===== src/rtl/lock_pkg.sv =====
// Shared types and constants for the three-digit lock controller.
// Pure declarations: no logic, no latency.
package lock_pkg;

    typedef enum logic [1:0] {
        ST_UNLOCKED = 2'd0,
        ST_SET      = 2'd1,
        ST_LOCKED   = 2'd2,
        ST_ALARM    = 2'd3
    } state_t;

    localparam logic [3:0] KEY_ENTER = 4'hA;
    localparam logic [3:0] KEY_CLEAR = 4'hB;
    localparam logic [3:0] KEY_MODE  = 4'hC;

    localparam int DIGITS = 3;

    function automatic logic is_digit(input logic [3:0] k);
        return k <= 4'd9;
    endfunction

endpackage


===== src/rtl/lock_timer.sv =====
// Loadable down-counter that stops at zero; busy while the count is nonzero.
// Load takes effect on the next edge; no backpressure, load wins over decrement.
module lock_timer #(
    parameter int W = 8
) (
    input  logic         clk,
    input  logic         rst,
    input  logic         load,
    input  logic [W-1:0] load_val,
    output logic [W-1:0] count,
    output logic         busy
);

    logic [W-1:0] count_q, count_d;

    always_comb begin
        count_d = count_q;
        if (load) begin
            count_d = load_val;
        end else if (count_q != '0) begin
            count_d = count_q - 1'b1;
        end
    end

    always_ff @(posedge clk) begin
        if (rst) begin
            count_q <= '0;
        end else begin
            count_q <= count_d;
        end
    end

    assign count = count_q;
    assign busy  = (count_q != '0);

endmodule


===== src/rtl/lock_ctrl.sv =====
// Digital lock sequencer: keypad entry, stored code, lock/set/alarm FSM, display controls.
// Every key takes effect on the next edge (1 cycle); a key can be accepted every cycle, no backpressure.
module lock_ctrl
    import lock_pkg::*;
#(
    parameter int          MAX_TRIES   = 3,
    parameter int          LOCKOUT_CYC = 1000,
    parameter int          SHOW_CYC    = 500,
    parameter logic [11:0] RESET_PASS  = 12'h000
) (
    input  logic        clk,
    input  logic        rst,
    input  logic        key_valid,
    input  logic [3:0]  key_code,
    output logic [11:0] pass_in,
    output logic [11:0] pass_set,
    output logic        mode,
    output logic        L,
    output logic        show,
    output logic        alarm,
    output logic [2:0]  tries
);

    localparam int LW = $clog2(LOCKOUT_CYC + 1);
    localparam int SW = $clog2(SHOW_CYC + 1);
    localparam logic [1:0] CNT_FULL = 2'(DIGITS);

    state_t      state_q, state_d;
    logic [11:0] pass_in_q, pass_in_d;
    logic [1:0]  cnt_q, cnt_d;
    logic [11:0] pass_set_q, pass_set_d;
    logic [2:0]  tries_q, tries_d, tries_inc;
    logic        mode_q, mode_d, l_q, l_d, show_q, show_d, alarm_q, alarm_d;
    logic        show_load, lock_load, entry_full;
    logic [SW-1:0] show_count;
    logic [LW-1:0] lock_count;
    logic        show_busy, lock_busy;

    lock_timer #(.W(SW)) u_show_timer (
        .clk      (clk),
        .rst      (rst),
        .load     (show_load),
        .load_val (SW'(SHOW_CYC)),
        .count    (show_count),
        .busy     (show_busy)
    );

    lock_timer #(.W(LW)) u_lock_timer (
        .clk      (clk),
        .rst      (rst),
        .load     (lock_load),
        .load_val (LW'(LOCKOUT_CYC)),
        .count    (lock_count),
        .busy     (lock_busy)
    );

    always_comb begin
        state_d    = state_q;
        pass_in_d  = pass_in_q;
        cnt_d      = cnt_q;
        pass_set_d = pass_set_q;
        tries_d    = tries_q;
        show_load  = 1'b0;
        lock_load  = 1'b0;
        tries_inc  = tries_q + 3'd1;
        entry_full = (cnt_q == CNT_FULL);

        case (state_q)
            ST_UNLOCKED, ST_SET, ST_LOCKED: begin
                if (key_valid) begin
                    if (is_digit(key_code)) begin
                        pass_in_d = {pass_in_q[7:0], key_code};
                        cnt_d     = entry_full ? CNT_FULL : cnt_q + 2'd1;
                    end else if (key_code == KEY_CLEAR) begin
                        pass_in_d = '0;
                        cnt_d     = '0;
                    end else if (key_code == KEY_MODE && state_q != ST_LOCKED) begin
                        state_d   = (state_q == ST_UNLOCKED) ? ST_SET : ST_UNLOCKED;
                        pass_in_d = '0;
                        cnt_d     = '0;
                    end else if (key_code == KEY_ENTER) begin
                        if (state_q == ST_UNLOCKED) begin
                            state_d   = ST_LOCKED;
                            pass_in_d = '0;
                            cnt_d     = '0;
                        end else if (entry_full) begin
                            pass_in_d = '0;
                            cnt_d     = '0;
                            if (state_q == ST_SET) begin
                                pass_set_d = pass_in_q;
                                show_load  = 1'b1;
                                state_d    = ST_UNLOCKED;
                            end else if (pass_in_q == pass_set_q) begin
                                state_d = ST_UNLOCKED;
                                tries_d = '0;
                            end else begin
                                tries_d = tries_inc;
                                if (tries_inc == 3'(MAX_TRIES)) begin
                                    state_d   = ST_ALARM;
                                    lock_load = 1'b1;
                                end
                            end
                        end
                    end
                end
            end
            ST_ALARM: begin
                pass_in_d = '0;
                cnt_d     = '0;
                // Leave on the edge where the lockout count runs out; an idle timer also releases.
                if (!lock_busy || lock_count == LW'(1)) begin
                    state_d = ST_LOCKED;
                    tries_d = '0;
                end
            end
            default: begin
                state_d   = ST_UNLOCKED;
                pass_in_d = '0;
                cnt_d     = '0;
            end
        endcase

        mode_d  = (state_d == ST_SET);
        l_d     = (state_d == ST_LOCKED) || (state_d == ST_ALARM);
        alarm_d = (state_d == ST_ALARM);
        // Mirrors the timer's next count being nonzero, so show tracks the timer exactly.
        show_d  = show_load ? (SHOW_CYC != 0) : (show_busy && show_count != SW'(1));
    end

    always_ff @(posedge clk) begin
        if (rst) begin
            state_q    <= ST_UNLOCKED;
            pass_in_q  <= '0;
            cnt_q      <= '0;
            pass_set_q <= RESET_PASS;
            tries_q    <= '0;
            mode_q     <= 1'b0;
            l_q        <= 1'b0;
            show_q     <= 1'b0;
            alarm_q    <= 1'b0;
        end else begin
            state_q    <= state_d;
            pass_in_q  <= pass_in_d;
            cnt_q      <= cnt_d;
            pass_set_q <= pass_set_d;
            tries_q    <= tries_d;
            mode_q     <= mode_d;
            l_q        <= l_d;
            show_q     <= show_d;
            alarm_q    <= alarm_d;
        end
    end

    assign pass_in  = pass_in_q;
    assign pass_set = pass_set_q;
    assign mode     = mode_q;
    assign L        = l_q;
    assign show     = show_q;
    assign alarm    = alarm_q;
    assign tries    = tries_q;

endmodule


===== config.mk =====
export PLATFORM = sky130hd
export DESIGN_NAME = lock_ctrl
export DESIGN_NICKNAME = d
export VERILOG_FILES = /design/src/rtl/lock_pkg.sv /design/src/rtl/lock_timer.sv /design/src/rtl/lock_ctrl.sv
export SDC_FILE = /design/constraint.sdc
export NUM_CORES = 1
export LEC_CHECK = 0
export BUFFER_PORTS_ARGS = -buffer_cell sky130_fd_sc_hd__buf_2
export CORE_ASPECT_RATIO = 1.5
export CORE_MARGIN = 2
export CORE_UTILIZATION = 50
export DETAILED_ROUTE_END_ITERATION = 6
export PLACE_DENSITY = 0.71
export SYNTH_ARGS = -nofsm -noshare
export SYNTH_HDL_FRONTEND = slang
export SYNTH_SLANG_ARGS = --single-unit

===== constraint.sdc =====
create_clock -name clk -period 3.7 [get_ports clk]
set_input_delay 0.37 -clock clk [delete_from_list [all_inputs] [get_ports clk]]
set_output_delay 0.37 -clock clk [all_outputs]
set_load 0.1 [all_outputs]

Word-level counts from Yosys, hierarchy flattened
Index checks and enable logic that the tools add are counted.
Widths: inputs -> output; s select.
Word-level totals
  register bits after elaboration: 54
  input bits: 7
  output and inout port bits: 31
  word-level logic and storage cells: 130
Operators by class
  add/subtract/negate cells: 4
  magnitude comparators: 1
  eq/ne operators: 26
  muxes and demuxes: 66
  bitwise logic cells: 4
  reductions and logical operators: 16
Operator list (number)
  $mux 12: 7
  $mux 2: 19
  $mux 3: 10
  $pmux 12 s2: 1
  $mux 1: 22
  $mux 10: 2
  $ne 2x2->1 const B: 10
  $mux 9: 2
  $reduce_and 9->1: 2
  $eq 12x12->1: 1
  $eq 4x4->1 const B: 3
  $eq 10x1->1 const B: 1
  $eq 2x2->1 const B: 5
  $reduce_bool 10->1: 1
  $sub 10x1->10 const B: 1
  $ne 9x1->1 const B: 1
  $reduce_bool 9->1: 1
  $sub 9x1->9 const B: 1
  $pmux 2 s2: 2
  $ne 6x6->1 const B: 1
  $pmux 3 s2: 1
  $ne 5x5->1 const B: 1
  $eq 2x1->1 const B: 2
  $le 4x4->1 const B: 1
  other kinds (12): 19

Logic depth before layout (Yosys ltp)
Gate-level depths: netlist of the first run.
  word-level depth: 15
  gate-level depth with buffers: 9
  gate-level depth less buffers: 8

Modules after synthesis
From an unflattened synthesis of the first run, not the netlist that was laid out.
Unflattened totals
  cells, all modules: 339
  area total of the unflattened synthesis: 3011.6 sq um
By module, submodules not included
  lock_ctrl: times used 1, cells an instance 207, area an instance 1916.8 sq um, sequential area each 700.7 sq um
  lock_timer (u_lock_timer): times used 1, cells an instance 68, area an instance 569.3 sq um, sequential area each 200.2 sq um
  lock_timer (u_show_timer): times used 1, cells an instance 64, area an instance 525.5 sq um, sequential area each 180.2 sq um

Worst setup path after synthesis of the first run
No wires, ideal clock.
  path kind: flip-flop to flip-flop
  start: reg tries_q[1], in the netlist tries[1]
  end: reg alarm_q, in the netlist alarm
  arrival: 2.337 ns
  required time: 3.608 ns
  slack: 1.271 ns
  cell stages (with the launch flop): 7
  path buffers: 0
  clock period less this slack: 2.429 ns
  path through: dfxtp_1 ha_1 xnor2_1 nand4_1 a221o_1 a311o_1 nor4_1
On the way
  word-level cells in the longest chain between the ends: 14
RTL lines
  start: declaration: RTL line lock_ctrl.sv:32  | logic [2:0] tries_q, tries_d, tries_inc;
  start signal: assignment: RTL line lock_ctrl.sv:146  | tries_q <= tries_d;
  $add 3x1->3: RTL line lock_ctrl.sv:65  | tries_inc = tries_q + 3'd1;
  $eq 3x2->1: RTL line lock_ctrl.sv:98  | if (tries_inc == 3'(MAX_TRIES)) begin
  $mux 2: RTL line lock_ctrl.sv:98
  $mux 2: RTL line lock_ctrl.sv:93  | end else if (pass_in_q == pass_set_q) begin
  $mux 2: RTL line lock_ctrl.sv:89  | if (state_q == ST_SET) begin
  $mux 2: RTL line lock_ctrl.sv:86  | end else if (entry_full) begin
  $mux 2: RTL line lock_ctrl.sv:82  | if (state_q == ST_UNLOCKED) begin
  $mux 2: RTL line lock_ctrl.sv:81  | end else if (key_code == KEY_ENTER) begin
  $mux 2: RTL line lock_ctrl.sv:77  | end else if (key_code == KEY_MODE && state_q != ST_LOCKED) begin
  $mux 2: RTL line lock_ctrl.sv:74  | end else if (key_code == KEY_CLEAR) begin
  $mux 2: RTL line lock_ctrl.sv:71  | if (is_digit(key_code)) begin
  $mux 2: RTL line lock_ctrl.sv:70  | if (key_valid) begin
  $pmux 2 s2: RTL line lock_ctrl.sv:68  | case (state_q)
  $eq 2x2->1: RTL line lock_ctrl.sv:125  | alarm_d = (state_d == ST_ALARM);
  end signal: assignment: RTL line lock_ctrl.sv:150  | alarm_q <= alarm_d;
  end: declaration: RTL line lock_ctrl.sv:33  | logic mode_q, mode_d, l_q, l_d, show_q, show_d, alarm_q, alarm_d;
Every way passes these cells.
A chain may end at the register's enable or synchronous reset.

Final worst setup path of the first run
  start: reg state_q[0]
  end: reg cnt_q[0]
On the way
  word-level cells in the longest chain between the ends: 8
RTL lines
  start: declaration: RTL line lock_ctrl.sv:28  | state_t state_q, state_d;
  start signal: assignment: RTL line lock_ctrl.sv:142  | state_q <= state_d;
  $logic_not 2->1: RTL line lock_ctrl.sv:68, lock_ctrl.sv:82
  $mux 2: RTL line lock_ctrl.sv:82
  $mux 2: RTL line lock_ctrl.sv:81
  $mux 2: RTL line lock_ctrl.sv:77
  $mux 2: RTL line lock_ctrl.sv:74
  $mux 2: RTL line lock_ctrl.sv:71
  $mux 2: RTL line lock_ctrl.sv:70
  $pmux 2 s2: RTL line lock_ctrl.sv:68
  end signal: assignment: RTL line lock_ctrl.sv:144  | cnt_q <= cnt_d;
  end: declaration: RTL line lock_ctrl.sv:30  | logic [1:0] cnt_q, cnt_d;
Several ways; a longest one is shown, not always the timed one. The select of a mux whose other input is x is not followed.

==> summary.txt, run 1 <==
DRC viols: 0
RSZ-0062 raised after global routing: no
Internal: 1.09 mW
cell taking the most area after synthesis: dfxtp_1
DR iter-0 viols: 83
die footprint: 5940 sq um
final worst-path cycle share: 71.0%
clk_lat worst skew: 0.31 ns
Max Freq: 381 MHz
Sw Ratio: 38.3%
vias in the first global route: 2129
placed cells: 397
pre-CTS setup slack: 1.11 ns
clock tree buffer depth: 2
syn_nets: 323
Die X: 63.6 microns
PD cells: 596 nW/um^2
row cnt: 32
Reg power frac: 42.4%
Layout Skew: 0.0104 ns
fillers: 495
area grow syn2layout: 11.7%
Routed Antenna Nets: 0
PostCTS Resize Cnt: 0
total global routing overflow: 0
# nets final: 354
core outline area: 5120 sq um
largest net degree at the start of global routing: 37
Routability Congestion: 0.798
Synth top area share: 40.6%
Critical Path End Type: flip-flop
post-synthesis cell area: 2660 sq um
syn avg cell area: 8.73 sq um
Finished Layout Cells: 405
#FFs+latches synth: 54
Slew headroom: 50.0%
crit start category: flip-flop
sequential-to-total area share from yosys stat: 40.6%
Avg WL per Cell: 13.7 microns
DR pass1 iterations: 4
CTS tree: built
Final Total Pwr: 1.77 mW
WP data required: 3.89 ns
final WL: 5.56 mm
Final WS setup: 1.07 ns
crit path time final: 2.63 ns
# clock sinks: 54
Leak: 1.18 nW
via/cell ratio: 5.47
WS Path Type: flip-flop to flip-flop
YS warnings: 0
setup TNS: 0 ns
diode count: 0
IO Count: 38
clock share of power: 19.8%
EDFF count, synth: 0
Final HPWL DP: 4.03 mm
# hold bufs at CTS: 0
main area contributors after synthesis: dfxtp_1 (41%), xnor2_1 (6.9%), a21oi_1 (6.6%)
Arr. time, crit path: 2.81 ns
H-tree levels: 2
WHS: 0.379 ns
asr flop ratio synth: 0%
Root Buffer: clkbuf_8
share of cells above drive strength 1: 16.3%
status: complete, no violations
Clock Pin Slew Worst Setup and Hold Paths: 0.09 ns
dominant synthesized flop cell: dfxtp_1
synthesized instance count: 305
Total Routing Usage GR: 19.7%
Final Cell Area: 2980 sq um
Yosys cell types: 51
Logic pwr share: 37.9%
critical-path maximum fanout: 16
Peak VDD IR: 304 uV
Slew @ Worst Pin: 0.748 ns
number of max-cap violations: 0
via count: 2214
post-CTS setup buffers: 0
worst hold path type: input pin to flip-flop
initial antenna violation count: 0
Max Slew Vio Count: 0
IO buf count: 37
Starting Density: 52.0%
first-pass GRT wire length: 9.32 mm
setup violators final: 0
Hold Vio Cnt, Final: 0
Die Ht: 93.4 microns
net switching power: 0.679 mW
Placed Area: 2880 sq um
CTS Buf Count: 5
final core occ: 58.1%
## final timing paths
check,startpoint,endpoint,slack [ns],cells after the start
max reg2reg,state_q[0],cnt_q[0],1.07,8
max,state_q[0],cnt_q[0],1.07,8
min reg2reg,pass_set[9],pass_set[9],0.49,2
min,key_code[1],pass_in[1],0.38,3
## synthesized netlist by cell type (4+ instances only)
| library cell | n |
|---|---|
| dfxtp_1 | 54 |
| nand2_1 | 37 |
| a21oi_1 | 35 |
| nor2_1 | 29 |
| xnor2_1 | 21 |
| mux2i_1 | 13 |
| ha_1 | 11 |
| nor3_1 | 11 |
| inv_1 | 8 |
| clkbuf_1 | 7 |
| nor4_1 | 7 |
| a31oi_1 | 5 |
| nand2b_1 | 5 |
| o21ai_0 | 5 |
| buf_2 | 4 |
| nand4_1 | 4 |
| nor2b_1 | 4 |
## final cells by class
class,count,area (sq um),area share [%]
well taps,68,85.1,2.86
multi-input cells,229,1490,50.1
flip-flops and latches,54,1080,36.3
repair buffers,37,185,6.22
inverters,9,33.8,1.14
clock inverters,2,17.5,0.589
clock buffers,6,82.6,2.78
## flip-flops by register name, indices dropped and copies added (netlist names)
| signal | flops |
|---|---|
| u_show_timer.count | 9 |
| state_q | 2 |
| mode | 1 |
| tries | 3 |
| show | 1 |
| L | 1 |
| alarm | 1 |
| pass_set | 12 |
| cnt_q | 2 |
| u_lock_timer.count | 10 |
| pass_in | 12 |
## power groups by stage
stage / clock network (mW) / registers (mW) / logic (mW)
global route: 0.387 / 0.765 / 0.744
floorplan: 0 / 0.839 / 0.485
global placement: 0 / 0.761 / 0.667
finish: 0.351 / 0.752 / 0.671
detailed placement: 0 / 0.766 / 0.672
CTS: 0.360 / 0.752 / 0.677
## placed cells by master, fill, tap and decap left out, types with 7 or more instances in the layout
cell type	n
dfxtp_1	54
nand2_1	37
buf_2	37
a21oi_1	35
nor2_1	29
xnor2_1	21
mux2i_1	13
nor3_1	11
ha_1	11
inv_1	8
nor4_1	7
## worst max-delay path: stages (launching register included)
cell	delay, ns
dfxtp_1	0.44
inv_1	0.12
ha_1	0.23
or2_2	0.29
a21oi_1	0.21
nor2b_1	0.10
a31oi_4	0.54
a21o_1	0.47
nor3_1	0.11
## metal layers
| metal | vias to the layer above | GRT usage (%) | routed length (microns) |
|---|---|---|---|
| met4 | 0 | 6.88 | 68 |
| met2 | 36 | 37.3 | 2960 |
| met5 | - | 0 | 0 |
| met3 | 6 | 3.73 | 198 |
| li1 | 1131 | - | - |
| met1 | 1041 | 21.5 | 2340 |
## cell families (layout without fill, tap and decap cells)
family	count (synthesis)	in the layout	share of synthesized area [%]
AND/OR/NAND/NOR	123	123	24.2
AO/OA/AOI/OAI	60	60	14.5
flip-flops	54	54	40.6
XOR/XNOR	22	22	7.24
buffers and inverters	22	54	3.43
multiplexers	13	13	4.89
adder cells (fa/ha/maj)	11	11	5.17
Note: power is estimated with default switching activity, not from simulation.
==> run 2, diff against run 1 <==
==> constraint.sdc (replaced) <==
create_clock -name clk -period 2.48 [get_ports clk]
set_input_delay 0.248 -clock clk [delete_from_list [all_inputs] [get_ports clk]]
set_output_delay 0.248 -clock clk [all_outputs]
set_load 0.1 [all_outputs]
==> summary.txt, run 2 (synthesis gave the netlist of run 1 again) <==
IO Count: 38 (unchanged)
post-CTS setup buffers: 0 (unchanged)
worst hold path type: input pin to flip-flop
CTS tree: built
Layout Skew: 0.0138 ns (+0.00342 ns)
clk_lat worst skew: 0.31 ns (about the same)
Starting Density: 52.0% (unchanged)
RSZ-0062 raised after global routing: no
CTS Buf Count: 5 (unchanged)
final worst-path cycle share: 89.5% (+19 points)
pre-CTS setup slack: 0.291 ns (-0.817 ns)
Arr. time, crit path: 2.40 ns (-0.41 ns)
Root Buffer: clkbuf_8
Leak: 1.23 nW (+3.8%)
register area: 1080 sq um (unchanged)
vias in the first global route: 2221 (+4.3%)
Max Freq: 450 MHz (+18%)
PD cells: 902 nW/um^2 (+51%)
number of max-cap violations: 0 (unchanged)
share of cells above drive strength 1: 18.0% (+1.7 points)
row cnt: 32 (unchanged)
Die Ht: 93.4 microns (unchanged)
PostCTS Resize Cnt: 0 (unchanged)
DR iter-0 viols: 112 (+35%)
diode count: 0 (unchanged)
H-tree levels: 2 (unchanged)
# clock sinks: 54 (unchanged)
most common library cell in the layout ignoring fill and taps: dfxtp_1
WP data required: 2.66 ns (-1.23 ns)
most frequent cells in the layout: dfxtp_1 (54), nand2_1 (37), buf_2 (37), a21oi_1 (35), nor2_1 (29)
# hold bufs at CTS: 0 (unchanged)
setup violators final: 0 (unchanged)
Placed Area: 2930 sq um (+1.8%)
DR pass1 iterations: 4 (unchanged)
Multi-input gate area: 1490 sq um (unchanged)
Critical Path End Type: flip-flop
largest net degree at the start of global routing: 23 (-38%)
# nets final: 361 (+2.0%)
Routed Antenna Nets: 0 (unchanged)
crit start category: flip-flop
initial antenna violation count: 0 (unchanged)
die footprint: 5940 sq um (unchanged)
Final Cell Area: 3050 sq um (+2.5%)
fillers: 486 (-1.8%)
total global routing overflow: 0 (unchanged)
Clock Pin Slew Worst Setup and Hold Paths: 0.09 ns (about the same)
via count: 2264 (+2.3%)
critical-path maximum fanout: 15 (-1)
setup TNS: 0 ns (unchanged)
Total Routing Usage GR: 20.8% (+1.1 points)
Avg WL per Cell: 13.7 microns (-0.55%)
Peak VDD IR: 415 uV (+37%)
via/cell ratio: 5.50 (+0.52%)
final WL: 5.62 mm (+1.2%)
Final WS setup: 0.259 ns (-0.815 ns)
area grow syn2layout: 14.5%
Die X: 63.6 microns (unchanged)
status: complete, no violations
Max Slew Vio Count: 0 (unchanged)
crit path time final: 2.22 ns (-0.405 ns)
Hold Vio Cnt, Final: 0 (unchanged)
WHS: 0.264 ns (-0.116 ns)
Slew @ Worst Pin: 0.510 ns (-0.237 ns)
Slew headroom: 65.7% (+16 points)
clock tree buffer depth: 2 (unchanged)
Final HPWL DP: 4.16 mm (+3.3%)
IO buf count: 37 (unchanged)
core outline area: 5120 sq um (unchanged)
first-pass GRT wire length: 9.94 mm (+6.6%)
DRC viols: 0 (unchanged)
WS Path Type: flip-flop to flip-flop
Routability Congestion: 0.800 (+0.29%)
-- run 2: cell count changes in the layout (fill, tap and decap cells not counted), sizes merged --
cell and delta:
clkinv -2, bufinv +1, inv +1, buf +7
-- run 2: worst max-delay path, stage by stage, from the launching register on --
cell     delay (ns)
dfxtp_1        0.45
inv_1          0.13
ha_1           0.23
or2_2          0.29
a21oi_1        0.19
nor2b_1        0.09
a31oi_4        0.17
buf_4          0.28
mux2i_1        0.22
nor2_1         0.05
-- run 2: layout make-up --
cell class                      instances  share of cell area (%)
Sequential cell                        54                    35.5
Inverter                                9                    1.11
Clock inverter                          2                    1.27
Clock buffer                            6                    2.71
Timing Repair Buffer                   44                    7.80
Multi-Input combinational cell        229                    48.9
Tap cell                               68                    2.79
-- run 2: metrics by stage --
step / utilization [%] / power [mW] / std cells
after detailed placement: 57.1 / 2.15 / 404
final: 59.5 / 2.75 / 412
after global placement: 57.1 / 2.14 / 404
after CTS: 59.5 / 2.78 / 412
after global routing: 59.5 / 2.95 / 412
after floorplan: - / 1.98 / 305
-- run 2: where the power goes --
group / total [mW] / switching, mW / internal (mW)
sequential: 1.12 / 0.131 / 0.989
clock: 0.616 / 0.284 / 0.332
combinational: 1.01 / 0.591 / 0.423
-- run 2: final timing paths --
kind               start     endpoint  slack [ns]  cells past startpoint
max           state_q[0]   pass_in[1]        0.26                      9
max reg2reg   state_q[0]   pass_in[1]        0.26                      9
min reg2reg  pass_set[6]  pass_set[6]        0.49                      2
min          key_code[0]   pass_in[0]        0.26                      3
-- run 2: per-layer routing --
layer  GRT usage (%)  up-vias  share of wire, %
met5               0        -                 0
met4            7.43        0               1.2
met3            3.73        7               4.2
met2            38.5       48                52
met1            23.4     1063                43
li1                -     1146                 -
==> run 3, diff against run 2 <==
--- a/config.mk
+++ b/config.mk
@@ -6,7 +6,7 @@
 export NUM_CORES = 1
 export LEC_CHECK = 0
 export BUFFER_PORTS_ARGS = -buffer_cell sky130_fd_sc_hd__buf_2
-export CORE_ASPECT_RATIO = 1.5
+export CORE_ASPECT_RATIO = 0.6
 export CORE_MARGIN = 2
 export CORE_UTILIZATION = 50
 export DETAILED_ROUTE_END_ITERATION = 6
==> summary.txt, run 3 (synthesis gave the netlist of run 1 again) <==
placed cells: 400 (-0.99%)
Leak: 1.21 nW (-1.5%)
Slew @ Worst Pin: 0.572 ns (+0.0613 ns)
Max Slew Vio Count: 0 (unchanged)
Routed Antenna Nets: 0 (unchanged)
core outline area: 5100 sq um (-0.39%)
via/cell ratio: 5.39 (-1.8%)
initial antenna violation count: 0 (unchanged)
area grow syn2layout: 13.3%
clock tree buffer depth: 2 (unchanged)
DR iter-0 viols: 77 (-31%)
WP data required: 2.67 ns (about the same)
via count: 2201 (-2.8%)
crit start category: flip-flop
most common library cell in the layout ignoring fill and taps: dfxtp_1
die footprint: 5940 sq um (+0.12%)
number of max-cap violations: 0 (unchanged)
Hold Vio Cnt, Final: 0 (unchanged)
DR WL met2: 2.33 mm (-20%)
largest net degree at the start of global routing: 20 (-13%)
status: complete, no violations
clk_lat worst skew: 0.31 ns (about the same)
crit path buf inv count: 2 (unchanged)
share of cells above drive strength 1: 17.5% (-0.48 points)
final worst-path cycle share: 92.5% (+3.0 points)
post-CTS setup buffers: 0 (unchanged)
Total Routing Usage GR: 20.2% (-0.59 points)
Arr. time, crit path: 2.49 ns (+0.09 ns)
CTS tree: built
Worst R2R End: pass_in[0]
flop2flop setup slack: 0.19 ns (-0.07 ns)
most frequent cells in the layout: dfxtp_1 (54), nand2_1 (37), buf_2 (37), a21oi_1 (35), nor2_1 (29)
Avg WL per Cell: 14.2 microns (+3.9%)
setup violators final: 0 (unchanged)
Root Buffer: clkbuf_8
total global routing overflow: 0 (unchanged)
critical-path maximum fanout: 15 (unchanged)
Metal-1 WL: 3.16 mm (+32%)
hold worst-path end: pass_in[1]
PD cells: 892 nW/um^2 (-1.1%)
Highest Signal Layer: met4
CTS Buf Count: 5 (unchanged)
DR WL met3: 260 microns (+11%)
Slew headroom: 61.6% (-4.1 points)
Finished Layout Cells: 408 (-0.97%)
vias in the first global route: 1987 (-11%)
RR Startpoint: state_q[0]
Peak VDD IR: 483 uV (+16%)
Hold Startpoint: key_code[1]
Starting Density: 52.2% (+0.20 points)
PostCTS Resize Cnt: 0 (unchanged)
Die Ht: 60.5 microns (-35%)
Layout Skew: 0.0122 ns (-0.00163 ns)
diode count: 0 (unchanged)
Final HPWL DP: 4.15 mm (-0.29%)
delay-heaviest family, CP: flip-flops
worst hold path type: input pin to flip-flop
# clock sinks: 54 (unchanged)
Clock Pin Slew Worst Setup and Hold Paths: 0.10 ns (about the same)
IO buf count: 37 (unchanged)
RSZ-0062 raised after global routing: no
final WL: 5.79 mm (+2.9%)
# nets final: 359 (-0.55%)
first-pass GRT wire length: 9.52 mm (-4.2%)
DRC viols: 0 (unchanged)
Max Freq: 436 MHz (-3.2%)
Die X: 98.2 microns (+54%)
DR pass1 iterations: 4 (unchanged)
# hold bufs at CTS: 0 (unchanged)
crit path max-delay cell type: dfxtp_1
crit path cell chain: inv_1 > ha_1 > or2_2 > a21oi_1 > nor2b_1 > a31oi_4 > buf_4 > mux2i_1 > nor2_1
WS Path Type: flip-flop to flip-flop
H-tree levels: 2 (unchanged)
Worst R2R Path Depth: 9 (unchanged)
worst hold path depth: 3 (unchanged)
setup TNS: 0 ns (unchanged)
Crit. path cell count: 9 (unchanged)
IO Count: 38 (unchanged)
crit-path max cell delay: 0.45 ns (about the same)
crit path time final: 2.29 ns (+0.0735 ns)
Routability Congestion: 0.927 (+16%)
row cnt: 20 (-38%)
Critical Path End Type: flip-flop
-- run 3: cell count changes in the layout (fill, tap and decap cells not counted) --
| cell | before | now |
|---|---|---|
| bufinv_16 | 1 | 0 |
| clkinv_4 | 0 | 1 |
| inv_6 | 1 | 0 |
| clkbuf_8 | 6 | 7 |
| buf_4 | 7 | 5 |
-- run 3: layout make-up --
class / count / area [sq um]
multi-input combinational: 229 / 1490
fill: 462 / 2090
tap: 66 / 82.6
timing repair buffer: 42 / 223
inverter: 9 / 33.8
clock buffer: 7 / 96.3
clock inverter: 1 / 8.76
sequential: 54 / 1080
-- run 3: worst reg2reg max path, stage by stage (launching register included) --
cell	delay [ns]
dfxtp_1	0.45
inv_1	0.14
ha_1	0.23
or2_2	0.28
a21oi_1	0.22
nor2b_1	0.11
a31oi_4	0.18
buf_4	0.28
mux2i_1	0.23
nor2_1	0.06
-- run 3: worst max path at each step --
| stage | startpoint | end | slack, ns |
|---|---|---|---|
| final | state_q[0] | pass_in[0] | 0.19 |
| after CTS | state_q[0] | pass_in[0] | 0.25 |
| after floorplan | tries[1] | alarm | 0.05 |
| after global placement | state_q[0] | pass_in[3] | 0.34 |
| after global routing | state_q[0] | pass_in[0] | 0.03 |
| after detailed placement | state_q[0] | pass_in[0] | 0.28 |
-- run 3: through the flow --
step	setup WS [ns]	hold WS (ns)	instance area [sq um]	power, mW	utilization [%]
global placement	0.339	0.465	2910	2.15	57.0
floorplan	0.0507	0.395	2660	1.98	-
CTS	0.252	0.258	3020	2.71	59.1
global route	0.0324	0.277	3020	2.88	59.1
finish	0.186	0.262	3020	2.69	59.1
detailed placement	0.276	0.473	2910	2.16	57.0
-- run 3: layer usage --
layer | track usage [%] | vias up
met3 | 4.95 | 4
met4 | 5.28 | 0
met5 | 0 | -
met2 | 30.5 | 39
li1 | - | 1142
met1 | 29.4 | 1016
-- run 3: report_power, final --
group          leakage (nW)  internal, mW  switching [mW]
Combinational         0.717         0.418           0.608
Sequential            0.440         0.989           0.134
Clock                0.0544         0.256           0.285
